`src/rtl/regfile_wb_scheduler.sv`:
```
// Writeback scheduler for the general-purpose register file.
// Picks one of two writeback requesters (EXU = req0, LSU = req1) each cycle
// using a round-robin pointer, and registers the winner onto the single write port.
// It also keeps the per-register busy scoreboard that drives the issue-stage hazard flag.
module regfile_wb_scheduler #(
    parameter int DATA_WIDTH  = 32,
    parameter int REG_NUM     = 32,
    parameter int REG_NUM_BIT = 5
) (
    input  logic                   clk,
    input  logic                   rst_n,
    input  logic                   rsv_valid,
    input  logic [REG_NUM_BIT-1:0] rsv_rd,
    input  logic [REG_NUM_BIT-1:0] chk_rs1,
    input  logic [REG_NUM_BIT-1:0] chk_rs2,
    input  logic [REG_NUM_BIT-1:0] chk_rd,
    output logic                   hazard,
    input  logic                   req0_valid,
    output logic                   req0_ready,
    input  logic [REG_NUM_BIT-1:0] req0_rd,
    input  logic [DATA_WIDTH-1:0]  req0_data,
    input  logic                   req1_valid,
    output logic                   req1_ready,
    input  logic [REG_NUM_BIT-1:0] req1_rd,
    input  logic [DATA_WIDTH-1:0]  req1_data,
    output logic                   rf_wen,
    output logic [REG_NUM_BIT-1:0] rf_waddr,
    output logic [DATA_WIDTH-1:0]  rf_wdata,
    output logic [REG_NUM-1:0]     busy
);

    // r_ptr = 0 favours req0 on contention, r_ptr = 1 favours req1
    logic                   r_ptr;
    logic                   r_wen;
    logic [REG_NUM_BIT-1:0] r_waddr;
    logic [DATA_WIDTH-1:0]  r_wdata;
    logic [REG_NUM-1:0]     r_busy;

    logic                   w_gnt0;
    logic                   w_gnt1;
    logic                   w_both;
    logic                   w_hs;
    logic [REG_NUM_BIT-1:0] w_rd;
    logic [DATA_WIDTH-1:0]  w_data;
    logic                   w_commit;
    logic [REG_NUM-1:0]     w_busy_nxt;

    // Combinational round-robin grant; a lone requester always wins
    always_comb begin
        w_both = req0_valid & req1_valid;
        w_gnt0 = req0_valid & (~req1_valid | ~r_ptr);
        w_gnt1 = req1_valid & (~req0_valid |  r_ptr);
        w_hs   = w_gnt0 | w_gnt1;
        w_rd   = w_gnt0 ? req0_rd   : req1_rd;
        w_data = w_gnt0 ? req0_data : req1_data;
        // Writes to x0 complete the handshake but never reach the register file
        w_commit = w_hs & (w_rd != '0);
    end

    assign req0_ready = w_gnt0;
    assign req1_ready = w_gnt1;

    // Scoreboard next state: the commit clears first, so a same-edge reservation wins
    always_comb begin
        w_busy_nxt = r_busy;
        if (r_wen) begin
            w_busy_nxt[r_waddr] = 1'b0;
        end
        if (rsv_valid && (rsv_rd != '0)) begin
            w_busy_nxt[rsv_rd] = 1'b1;
        end
        w_busy_nxt[0] = 1'b0;
    end

    // Register the granted write and advance the pointer after contention
    always_ff @(posedge clk or negedge rst_n) begin
        if (!rst_n) begin
            r_ptr   <= 1'b0;
            r_wen   <= 1'b0;
            r_waddr <= '0;
            r_wdata <= '0;
        end else begin
            if (w_both) begin
                r_ptr <= w_gnt0;
            end
            r_wen <= w_commit;
            if (w_commit) begin
                r_waddr <= w_rd;
                r_wdata <= w_data;
            end
        end
    end

    // Busy scoreboard: set by reservation, cleared by write commit
    always_ff @(posedge clk or negedge rst_n) begin
        if (!rst_n) begin
            r_busy <= '0;
        end else begin
            r_busy <= w_busy_nxt;
        end
    end

    // No bypass: a register being written this cycle still reads as busy
    always_comb begin
        hazard = ((chk_rs1 != '0) & r_busy[chk_rs1]) |
                 ((chk_rs2 != '0) & r_busy[chk_rs2]) |
                 ((chk_rd  != '0) & r_busy[chk_rd]);
    end

    assign rf_wen   = r_wen;
    assign rf_waddr = r_waddr;
    assign rf_wdata = r_wdata;
    assign busy     = r_busy;

endmodule

```
`config.mk`:
```
export PLATFORM = sky130hd
export DESIGN_NAME = regfile_wb_scheduler
export DESIGN_NICKNAME = d
export VERILOG_FILES = /design/src/rtl/regfile_wb_scheduler.sv
export SDC_FILE = /design/constraint.sdc
export NUM_CORES = 1
export LEC_CHECK = 0
export ABC_CLOCK_PERIOD_IN_PS = 2000
export BUFFER_PORTS_ARGS = -buffer_cell sky130_fd_sc_hd__clkbuf_2
export CAP_MARGIN = 20
export CORE_AREA = 2 2 104 106
export DETAILED_ROUTE_END_ITERATION = 6
export DIE_AREA = 0 0 106 108
export PLACE_DENSITY = 0.66
export SKIP_LAST_GASP = 1
export SLEW_MARGIN = 10
export SYNTH_ARGS = -nofsm -noshare
export SYNTH_HDL_FRONTEND = slang
export SYNTH_SLANG_ARGS = --single-unit
```
`constraint.sdc`:
```
create_clock -name clk -period 2 [get_ports clk]
set_input_delay 0 -clock clk [delete_from_list [all_inputs] [get_ports clk]]
set_output_delay 0 -clock clk [all_outputs]
set_load 0.1 [all_outputs]
```
-- Word level (Yosys, flattened, before mapping)
Index checks and enable logic that the tools add are counted.
- magnitude comparators: 7
- muxes and demuxes: 14
- bitwise operators: 18
- reduce and logical (&&, ||, !) cells: 8
- operators with widths (operator ; count):
    $mux 32 ; 3
    $and 32x32->32 ; 1
    $not 32->32 ; 1
    $or 32x32->32 ; 1
    $lt 5x6->1 const B ; 5
    $reduce_bool 5->1 ; 5
    $bmux 1 s5 ; 3
    $demux 1 s5 ; 2
    $ge 5x1->1 const B ; 2
    $and 1x1->1 ; 7
    $mux 1 ; 5
    $mux 5 ; 1
    $or 1x1->1 ; 5
    $logic_and 1x1->1 ; 3
    $not 1->1 ; 3
- bits in registers: 70
- input bits: 99
- output and inout port bits: 73

-- Logic depth before layout (Yosys ltp)
- word-level depth: 9
- gate-level depth with buffers: 7

-- Worst setup path after synthesis
No wires, ideal clock.
- path kind: register -> register
- start point: register r_ptr
- end point: register r_waddr[2] (netlist: rf_waddr[2])
- data arrival time: 3012 ps
- required time: 1922 ps
- setup slack: -1090 ps
- stages on the path, launching flop included: 4
- buffers on the path: 0
- cell sequence: dfrtp_1 inv_1 a21boi_0 a221o_1
- elaborated cells between the ends (all ways): 9
- classes of those cells: 1 x mux; 7 x bitwise; 1 x reduce/logical
- RTL lines (what ; RTL line ; RTL):
    start: declaration ; 33 ; logic r_ptr;
    start signal: assignment ; 84 ; r_ptr <= w_gnt0;
    $or 1x1->1 ; 52 ; w_gnt1 = req1_valid & (~req0_valid | r_ptr);
    $and 1x1->1 ; 52 ;
    net req1_ready ; 23 ; output logic req1_ready,
    $or 1x1->1 ; 53 ; w_hs = w_gnt0 | w_gnt1;
    $and 1x1->1 ; 57 ; w_commit = w_hs & (w_rd != '0);
    end signal: assignment ; 88 ; r_waddr <= w_rd;
    end: declaration ; 35 ; logic [REG_NUM_BIT-1:0] r_waddr;
The timed path passes the listed nets, and every way through them passes these cells.
A chain may end at the register's enable or synchronous reset.

-- Worst setup path after layout
- start point: register r_busy[2] (netlist: busy[2])
- end point: output port hazard
- word-level cells in the longest chain between the ends: 5
- elaborated cells between the ends (all ways): 11
- classes of those cells: 6 x mux; 5 x bitwise
- ends and longest elaborated chain (what ; RTL line ; RTL):
    start: declaration ; 37 ; logic [REG_NUM-1:0] r_busy;
    start signal: assignment ; 99 ; r_busy <= w_busy_nxt;
    $bmux 1 s5, on equally long branches ; 105, 106 ;
    $mux 1, on equally long branches ; 105, 106 ;
    $and 1x1->1, on equally long branches ; 105, 106 ;
    $or 1x1->1 ; 105 ; hazard = ((chk_rs1 != '0) & r_busy[chk_rs1]) |
    $or 1x1->1 (*) ; 106 ; ((chk_rs2 != '0) & r_busy[chk_rs2]) |
    end: declaration ; 17 ; output logic hazard,
Every way passes the cells marked *; elsewhere a longest branch is shown, timed or not. The select of a mux whose other input is x is not followed.

==> out/qor.yml <==
cts.clk_slew.worst_paths_ns: 0.07
vias: 4308
layout.cells.non_filler: 775
p_clk_frac: 0.137
maxSlewViolCount: 0
cts_tree: "built"
violations: "setup timing"
slew_headroom: 0.618
cpPeakStageDelay_ns: 0.45
cts_made_buffers: 9
setup_viol: 1
yosys.area.top_type_share: 0.437
clkLatencyLatePin_ns: 0.34
syn_to_final_growth_pct: 52.0
placementRows: 37
fmax_mhz: 482
synth_top_area_cell: "dfrtp_1"
dp.cells: 678
place_hpwl_um: 9240
die_h_um: 108
hold_violations: 0
critPathMaxFanout: 5
min_path_type: "input pin to register"
cp.required_ns: 2.00
crit_path_top_delay_cell: "dfrtp_2"
fp.dieW_um: 106
p_leak_uw: 0.00276
seq_area_frac_synth: 0.437
fill_cells: 819
cts_sinks: 70
grt_antenna_before_repair: 0
overflow: 0
clockBufferDepth: 2
synth_flop_cell: "dfrtp_1"
ant_nets: 0
crit_arrival_ns: 2.07
peakVddDrop_uv: 1080
fin_skew_ns: 0.00625
synth-edff-count: 0
tightest_slew_ns: 0.576
drc: 0
initial_utilization: 0.391
r2r_slack_ns: 0.10
syn-num-nets: 487
path_cells: "mux2_4, a221oi_2, nor4_1, nor3_1, nand4_1, buf_12"
viasPerCell: 5.56
drtIter0Drc: 255
cp-end-kind: "output port"
finalCritPeriodShare: 1.04
p_int_uw: 4050
synth_area_um2: 4010
synthArstFlopShare: 1.00
core_area_um2: 10200
status: "complete, but fails checks"
drv_cap: 0
pwr_density_cell_nw_per_um2: 1580
place_congestion: 1.02
power_frac_comb: 0.598
place.port_buffers: 170
cp_top_family: "simple AND/OR/NAND/NOR gates"
dr.pass1.iters: 5
path_buf_inv: 1
synth_warnings: 0
h-tree-depth: 3
synthCells: 388
cts_root_buf: "clkbuf_8"
switchingPower_uw: 5580
cp-start-kind: "register"
swShare: 0.579
avgRoutedWirePerCell_um: 18.5
grt_pass1_wl_um: 22600
pre_cts_ws_ns: 0.270
drt-total-wl_um: 14400
die_area_um2: 11400
finalPower_uw: 9630
drive_gt1_frac: 0.395
synthDistinctLibCells: 42
grt_max_degree: 71
grt_pass1_vias: 4309
crit_type: "register to output port"
pwr-share-seq: 0.265
layout.nets: 732
ys_ff_latch: 70
grt_setup_unrepaired: "yes"
synth_area_leaders: "dfrtp_1, mux2i_1, o21ai_0"
grt_use_total: 0.254
ios: 172
fin_crit_ns: 2.07
syn_avg_cell_area_um2: 10.3
worst_slack_ns: -0.0750
placed cells by master (no fill, tap or decap), types with 4 or more instances in the layout:
cell type | synthesis | layout
clkbuf_2 | 0 | 167
dlygate4sd3_1 | 0 | 74
o21ai_0 | 62 | 62
mux2i_1 | 52 | 52
nor2_1 | 44 | 44
dfrtp_1 | 70 | 42
a21oi_1 | 39 | 39
dfrtp_2 | 0 | 23
mux4_2 | 12 | 12
clkbuf_8 | 0 | 12
nand3b_1 | 11 | 11
nor2b_1 | 9 | 9
buf_4 | 4 | 9
nand3_1 | 8 | 8
nand2_1 | 5 | 5
a22oi_1 | 5 | 5
dfrtp_4 | 0 | 5
inv_1 | 4 | 4
mux2_4 | 3 | 4
nor4_1 | 4 | 4
nand4b_1 | 4 | 4
buf_12 | 0 | 4
per-stage QoR:
stage	cell area, µm²	TNS [ns]	utilization	hold slack (ns)
floorplan	4050	-0.622	-	-0.296
global placement	5030	0	0.492	0.0531
detailed placement	5030	0	0.492	0.0557
CTS	6050	-0.0880	0.591	0.00416
global route	6080	-0.157	0.595	0.0152
finish	6090	-0.0750	0.595	0.0231
sequential cells by signal, indices dropped and copies added (netlist names):
| register | flops |
|---|---|
| r_ptr | 1 |
| busy | 31 |
| rf_wen | 1 |
| rf_wdata | 32 |
| rf_waddr | 5 |
per-layer routing:
layer / vias up / track usage / share of wire
met5: - / 0 / 0
met4: 0 / 0.105 / 0.024
met3: 28 / 0.0555 / 0.087
met2: 242 / 0.415 / 0.48
met1: 2102 / 0.329 / 0.41
li1: 1936 / - / -
cell families (layout without fill, tap and decap cells):
family | Yosys count | in the layout | synth area share
AOI/OAI and AO/OA | 119 | 119 | 0.164
xor gates and xnor gates | 1 | 1 | 0.00219
buffers and inverters | 26 | 276 | 0.0434
DFF | 70 | 70 | 0.437
muxes | 70 | 70 | 0.217
other | 1 | 2 | 0.000936
and+or+nand+nor | 101 | 101 | 0.135
final timing paths:
check,startpoint,end,depth (start not counted)
min in group asynchronous,rst_n,busy[18]$_DFF_PN0_,3
min,req0_rd[3],rf_waddr[3]$_DFFE_PN0P_,3
min reg2reg,rf_wdata[27]$_DFFE_PN0P_,rf_wdata[27]$_DFFE_PN0P_,2
max,busy[2]$_DFF_PN0_,hazard,6
max reg2reg,r_ptr$_DFFE_PN0P_,rf_wdata[8]$_DFFE_PN0P_,5
max in group asynchronous,rst_n,busy[15]$_DFF_PN0_,3
synth_stat cells, types with 2 or more instances:
cell      number
dfrtp_1       70
o21ai_0       62
mux2i_1       52
nor2_1        44
a21oi_1       39
mux4_2        12
nand3b_1      11
nor2b_1        9
nand3_1        8
buf_2          7
buf_6          7
a22oi_1        5
nand2_1        5
buf_4          4
clkbuf_1       4
inv_1          4
nand4b_1       4
nor4_1         4
a221oi_1       3
mux2_2         3
mux2_4         3
nand2b_1       3
or3b_2         3
nor3_1         2
or3_1          2
or3b_1         2
worst reg2reg max path: cells and delay by family, from the launching register on:
| kind | cells | cell delay (ns) |
|---|---|---|
| buf+inv | 2 | 0.79 |
| flops | 1 | 0.44 |
| compound gates | 2 | 0.33 |
| mux | 1 | 0.21 |
final cells by class:
type | instances | area, µm² | area share
Antenna cell | 1 | 2.50 | 0.000411
Clock buffer | 13 | 169 | 0.0278
Clock inverter | 3 | 65.1 | 0.0107
Inverter | 4 | 15.0 | 0.00247
Multi-Input combinational cell | 292 | 2120 | 0.349
Sequential cell | 70 | 1800 | 0.296
Tap cell | 136 | 170 | 0.0280
Timing Repair Buffer | 256 | 1740 | 0.286
power by group through the flow:
stage | combinational, µW | sequential [µW] | clock [µW]
CTS | 5690 | 2520 | 1350
global placement | 5410 | 2550 | 0
detailed placement | 5440 | 2570 | 0
finish | 5760 | 2550 | 1320
global route | 5990 | 2620 | 1400
floorplan | 1220 | 5660 | 0
what timing repair did:
item	in CTS	in global routing
pin swaps	1	4
resized for setup	1	7
hold buffers	74	0
endpoints found under the setup margin	1	3
endpoints found under the hold margin	107	0
buffers inserted	5	1
Note: power is estimated with default switching activity, not from simulation.
